**config.mk**
```make
export PLATFORM = sky130hd
export DESIGN_NAME = alu_key_ctrl
export DESIGN_NICKNAME = d
export VERILOG_FILES = /design/src/rtl/alu_key_ctrl.sv
export SDC_FILE = /design/constraint.sdc
export NUM_CORES = 1
export LEC_CHECK = 0
export ABC_AREA = 1
export CELL_PAD_IN_SITES_DETAIL_PLACEMENT = 0
export CELL_PAD_IN_SITES_GLOBAL_PLACEMENT = 1
export CORE_UTILIZATION = 41
export CTS_CLUSTER_SIZE = 10
export DETAILED_ROUTE_END_ITERATION = 12
export PLACE_DENSITY = 0.8
export SYNTH_ARGS = -nofsm -noshare
export SYNTH_HDL_FRONTEND = slang
export SYNTH_SLANG_ARGS = --single-unit
```
**constraint.sdc**
```tcl
create_clock -name CLOCK_50 -period 1.9 [get_ports CLOCK_50]
set_input_delay 0.38 -clock CLOCK_50 [delete_from_list [all_inputs] [get_ports CLOCK_50]]
set_output_delay 0.38 -clock CLOCK_50 [all_outputs]
set_load 0.03 [all_outputs]
```
**src/rtl/alu_key_ctrl.sv**
```systemverilog
// alu_key_ctrl: debounced load-button controller for a small ALU.
// Synchronizes the raw pushbuttons and switches, qualifies KEY[0] presses
// and releases over DB_CYCLES stable samples, and on each accepted press
// latches opcode/operand and issues a one-cycle load or clear strobe.
module alu_key_ctrl #(
    parameter int DB_CYCLES = 500000
) (
    input  logic       CLOCK_50,
    input  logic       resetn,
    input  logic [3:0] KEY,
    input  logic [9:0] SW,
    output logic [2:0] op,
    output logic [3:0] data,
    output logic       load,
    output logic       clr,
    output logic [7:0] press_cnt
);

    localparam int DBW = $clog2(DB_CYCLES);
    localparam logic [DBW-1:0] DB_LAST = DBW'(DB_CYCLES - 1);

    typedef enum logic [1:0] {
        IDLE,
        DB_PRESS,
        HELD,
        DB_RELEASE
    } state_t;

    state_t         state;
    logic [DBW-1:0] dbc;

    // synchronizer stages; keys idle high, switches idle low
    logic [3:0] key_s1, key_s2;
    logic       sw9_s1, sw9_s2;
    logic [3:0] swd_s1, swd_s2;

    logic k0;
    assign k0 = ~key_s2[0];

    // SW[8:4] have no function in this block
    logic unused_sw;
    assign unused_sw = ^SW[8:4];

    // two-flop synchronizers on every raw input that is used
    always_ff @(posedge CLOCK_50 or negedge resetn) begin
        if (!resetn) begin
            key_s1 <= 4'hF;
            key_s2 <= 4'hF;
            sw9_s1 <= 1'b0;
            sw9_s2 <= 1'b0;
            swd_s1 <= 4'h0;
            swd_s2 <= 4'h0;
        end else begin
            key_s1 <= KEY;
            key_s2 <= key_s1;
            sw9_s1 <= SW[9];
            sw9_s2 <= sw9_s1;
            swd_s1 <= SW[3:0];
            swd_s2 <= swd_s1;
        end
    end

    // debounce FSM; the accept edge also registers op/data/strobes/count
    always_ff @(posedge CLOCK_50 or negedge resetn) begin
        if (!resetn) begin
            state     <= IDLE;
            dbc       <= '0;
            op        <= 3'b000;
            data      <= 4'h0;
            load      <= 1'b0;
            clr       <= 1'b0;
            press_cnt <= 8'd0;
        end else begin
            // strobes are single-cycle unless re-armed below
            load <= 1'b0;
            clr  <= 1'b0;
            case (state)
                IDLE: begin
                    if (k0) begin
                        state <= DB_PRESS;
                        dbc   <= '0;
                    end
                end
                DB_PRESS: begin
                    if (!k0) begin
                        // bounce: drop back without any strobe
                        state <= IDLE;
                        dbc   <= '0;
                    end else if (dbc == DB_LAST) begin
                        state     <= HELD;
                        dbc       <= '0;
                        load      <= sw9_s2;
                        clr       <= ~sw9_s2;
                        op        <= ~key_s2[3:1];
                        data      <= swd_s2;
                        press_cnt <= press_cnt + 8'd1;
                    end else begin
                        dbc <= dbc + DBW'(1);
                    end
                end
                HELD: begin
                    if (!k0) begin
                        state <= DB_RELEASE;
                        dbc   <= '0;
                    end
                end
                DB_RELEASE: begin
                    if (k0) begin
                        // release bounce: still the same press
                        state <= HELD;
                        dbc   <= '0;
                    end else if (dbc == DB_LAST) begin
                        state <= IDLE;
                        dbc   <= '0;
                    end else begin
                        dbc <= dbc + DBW'(1);
                    end
                end
                default: begin
                    state <= IDLE;
                    dbc   <= '0;
                end
            endcase
        end
    end

endmodule

```
# ---- Yosys cells after proc, flatten, opt, wreduce, memory -nomap -nowiden
# Index checks and enable logic that the tools add are counted.
dict set report classes {
  addsub 2
  n_eq_ne 8
  muxes 19
  n_bitwise 3
  reduce_logical 4
}
# op count
set ops {}
lappend ops {{$mux 19} 5}
lappend ops {{$pmux 19 s4} 1}
lappend ops {{$add 19x1->19 const B} 1}
lappend ops {{$eq 19x19->1 const B} 1}
lappend ops {{$mux 2} 6}
lappend ops {{$add 8x1->8 const B} 1}
lappend ops {{$pmux 2 s4} 1}
lappend ops {{$mux 1} 6}
lappend ops {{$ne 3x3->1 const B} 2}
lappend ops {{$eq 2x2->1 const B} 2}
lappend ops {{$ne 2x2->1 const B} 2}
lappend ops {{$reduce_and 4->1} 1}
lappend ops {{$not 3->3} 1}
lappend ops {{$reduce_and 3->1} 1}
lappend ops {{$eq 2x1->1 const B} 1}
lappend ops {{$logic_not 2->1} 1}
lappend ops {{$not 1->1} 2}
lappend ops {{$reduce_and 2->1} 1}
dict set report word_totals {
  ff_bits 56
  input_bits 16
  word_cells 49
}

# ---- Logic depth before layout (Yosys ltp)
dict set report logic_depth {
  word_depth 4
  mapped_depth 10
}

# ---- Worst setup path after synthesis
# OpenSTA, ideal clock, no wires.
dict set report synth_timing {
  path_kind {reg2reg}
  startpoint {reg dbc[0]}
  endpoint {reg press_cnt[1]}
  setup_ns 0.117
  t_arrival_ns 1.383
  slack_ns 0.400
  stages_incl_launch_ff 10
  synth_period_minus_slack_ns 1.500
  cell_sequence {dfrtp_1 > ha_1 > nand2_2 > nor2_4 > inv_2 > nor2_4 > nand3_4 > buf_6 > o21ai_1 > inv_1}
}
dict set report synth_between {
  elab_chain_len 2
}
# element line
set synth_lines {}
lappend synth_lines {{from (decl)} 30} ;# logic [DBW-1:0] dbc;
lappend synth_lines {{from (signal assigned)} 98} ;# dbc <= dbc + DBW'(1);
lappend synth_lines {{from (signal assigned)} 116} ;# dbc <= dbc + DBW'(1);
lappend synth_lines {{$eq 19x19->1} 89} ;# end else if (dbc == DB_LAST) begin
lappend synth_lines {{$reduce_and 3->1 (no line)} n/a}
lappend synth_lines {{to (signal assigned)} 96} ;# press_cnt <= press_cnt + 8'd1;
lappend synth_lines {{to (decl)} 16} ;# output logic [7:0] press_cnt
# No other way between the ends.
# A chain may end at the register's enable or synchronous reset.

# ---- Worst setup path after layout
dict set report layout_timing {
  startpoint {reg press_cnt[4]}
  endpoint {out press_cnt[4]}
}
# No word-level cell between the ends.

==> results_dict.tcl <==
set metrics [dict create \
    r2r_end "press_cnt[5]" \
    worstSkewPairLatency_ps 320 \
    yosys-top-cells-area "dfrtp_1, nand2_1, dfstp_2, inv_1, nor2_1" \
    vias 2290 \
    ir_drop_mv 0.4463 \
    synth_area_um2 2738 \
    layout_common_cells "nand2_1, dfrtp_1, inv_1" \
    cts_tree "done" \
    crit_path_end_kind "primary output" \
    grt_use_met3_pct 2.374 \
    synth_edf_count 0 \
    grt.overflow.total 0 \
    slew_headroom_pct 65.00 \
    period_needed_ps 1831 \
    port_buffers 27 \
    dieHeight_um 83.72 \
    detailed_place_hpwl_um 4599 \
    post-route-drc-count 0 \
    drt_wl_total_um 6032 \
    fin_skew_ps 6.949 \
    grt_antenna_before_repair 0 \
    numCtsBuffers 5 \
    critPathArrivalTime_ps 1450 \
    synth-main-ff-cell "dfrtp_1" \
    grt_util_met2_pct 29.05 \
    yosys.area.top_type "dfrtp_1" \
    synth_top_cell_area_share_pct 43.88 \
    track_usage_pct 18.94 \
    setup_tns_ps 0 \
    hold_violations 0 \
    path_delay_family "buffers and inverters" \
    place.gp.congestion 0.8464 \
    drt_pass1_iterations 4 \
    leakagePower_nw 1.715 \
    r2r_slack_ps 140 \
    clk_pin_slew_worst_paths_ps 110 \
    cts_root_buf "clkbuf_8" \
    rows 29 \
    setup_viol 0 \
    max_freq_mhz 546.2 \
    ctsHoldBuffers 0 \
    dieArea_um2 7008 \
    timing.final.crit_share_pct 96.36 \
    synthCells 352 \
    grt_max_degree 28 \
    slowest_delay_ps 700 \
    ys_ff_latch 56 \
    grt_first_pass_wirelength_um 10480 \
    drv_cap 0 \
    worstSetupStartpointType "flip-flop" \
    cts_buffer_depth 2 \
    reg2reg_from "dbc[0]" \
    grtUsageMet1_pct 27.95 \
    slew_violations 0 \
    die_x_um 83.72 \
    wire_per_inst_um 12.46 \
    nets 424 \
    cp.buffers_inverters 1 \
    drtIter0Drc 144 \
    cts_sinks 56 \
    status "completed" \
    core-area_um2 6386 \
    crit_chain "clkdlybuf4s50_1" \
    drive_above_1_share_pct 14.00 \
    ant_nets 0 \
    cp_data_required_time_ps 1520 \
    final_common_cell "nand2_1" \
    rsz0062_at_grt "no" \
    h-tree-depth 2 \
    critPathKind "reg2out" \
    hold_path_class "in2async" \
    viasPerCell 4.731 \
    grt.busiest_layer "met2" \
    ys_warn_count 0 \
    syn-num-nets 370 \
    ys_seq_area_share_pct 51.55 \
    start_util_pct 42.87 \
    rr_worst_depth 11 \
    tightest_slew_ps 525.0 \
    diodes 0 \
    io_pins 33 \
    synthArstFlopShare_pct 100.0 \
    crit_path_max_fanout 5 \
    post_cts_resize_count 1 \
    whs_ps 20.02 \
    power_mw 2.534 \
    ys_types 27 \
    power_density_nw_per_um2 748.8 \
    cts_setup_buffers 0 \
    grt_pass1_vias 2223 \
    area_growth_pct 23.63 \
    cp_slowest_cell "clkdlybuf4s50_1" \
    synth.avg_cell_area_um2 7.777 \
]
==> sequential cells by signal, summed over array words and instances, names as in the netlist, named ones only <==
| name | cells |
|---|---|
| clr | 1 |
| data | 4 |
| dbc | 19 |
| key_s1 | 4 |
| key_s2 | 4 |
| load | 1 |
| op | 3 |
| press_cnt | 8 |
| state | 1 |
| sw9_s1 | 1 |
| sw9_s2 | 1 |
| swd_s1 | 4 |
| swd_s2 | 4 |
==> worst max-delay path by stage <==
stage	startpoint	to	slack (ps)	depth (start not counted)
floorplan	dbc[0]	press_cnt[1]	400	9
global placement	dbc[0]	dbc[14]	-110	8
detailed placement	dbc[0]	dbc[17]	-170	8
CTS	press_cnt[3]	press_cnt[3]	40	1
global route	press_cnt[4]	press_cnt[4]	0.3	1
finish	press_cnt[4]	press_cnt[4]	70	1
==> metal layers <==
metal,up-vias,routed length [µm]
li1,1192,-
met1,1048,3026
met2,43,2688
met3,7,240
met4,0,76
met5,-,0
==> kinds of logic after synthesis <==
| kind of cell | synth area share, % |
|---|---|
| AO/OA/AOI/OAI | 4.479 |
| XOR/XNOR | 2.240 |
| flip-flops | 51.55 |
| buffers and inverters | 8.272 |
| AND/OR/NAND/NOR | 32.54 |
| adder cells (fa/ha/maj) | 0.9139 |
==> layout make-up <==
type,count,area (µm²)
multi-input cells,240,1111
clock inverters,3,33.78
flip-flops and latches,56,1411
repair buffers,53,475.5
inverters,50,187.7
clock buffers,5,68.82
well taps,77,96.34
fillers,611,3002
==> per-stage QoR <==
stage | utilization, % | std cells | worst slack, ps | cell area (µm²)
floorplan | - | 352 | 399.8 | 2738
global placement | 51.18 | 476 | -112.7 | 3268
detailed placement | 51.18 | 476 | -168.4 | 3268
CTS | 52.84 | 484 | 36.40 | 3374
global route | 53.00 | 484 | 0.2770 | 3385
finish | 53.00 | 484 | 69.12 | 3385
==> report_power, final <==
| group | internal [mW] | switching [mW] | total, mW |
|---|---|---|---|
| sequential | 1.26 | 0.0348 | 1.29 |
| combinational | 0.208 | 0.317 | 0.525 |
| clock | 0.279 | 0.440 | 0.719 |
==> synth_stat cells, drive strengths merged (4+ instances only) <==
library cell and number:
nor3 4, nand3 28, inv 50, nand4 5, nor2 44, buf 6, o22ai 6, xor2 6
nand2 125, o21ai 11, dfrtp 48, dfstp 8
No activity file was read; power rests on OpenSTA's default activity.
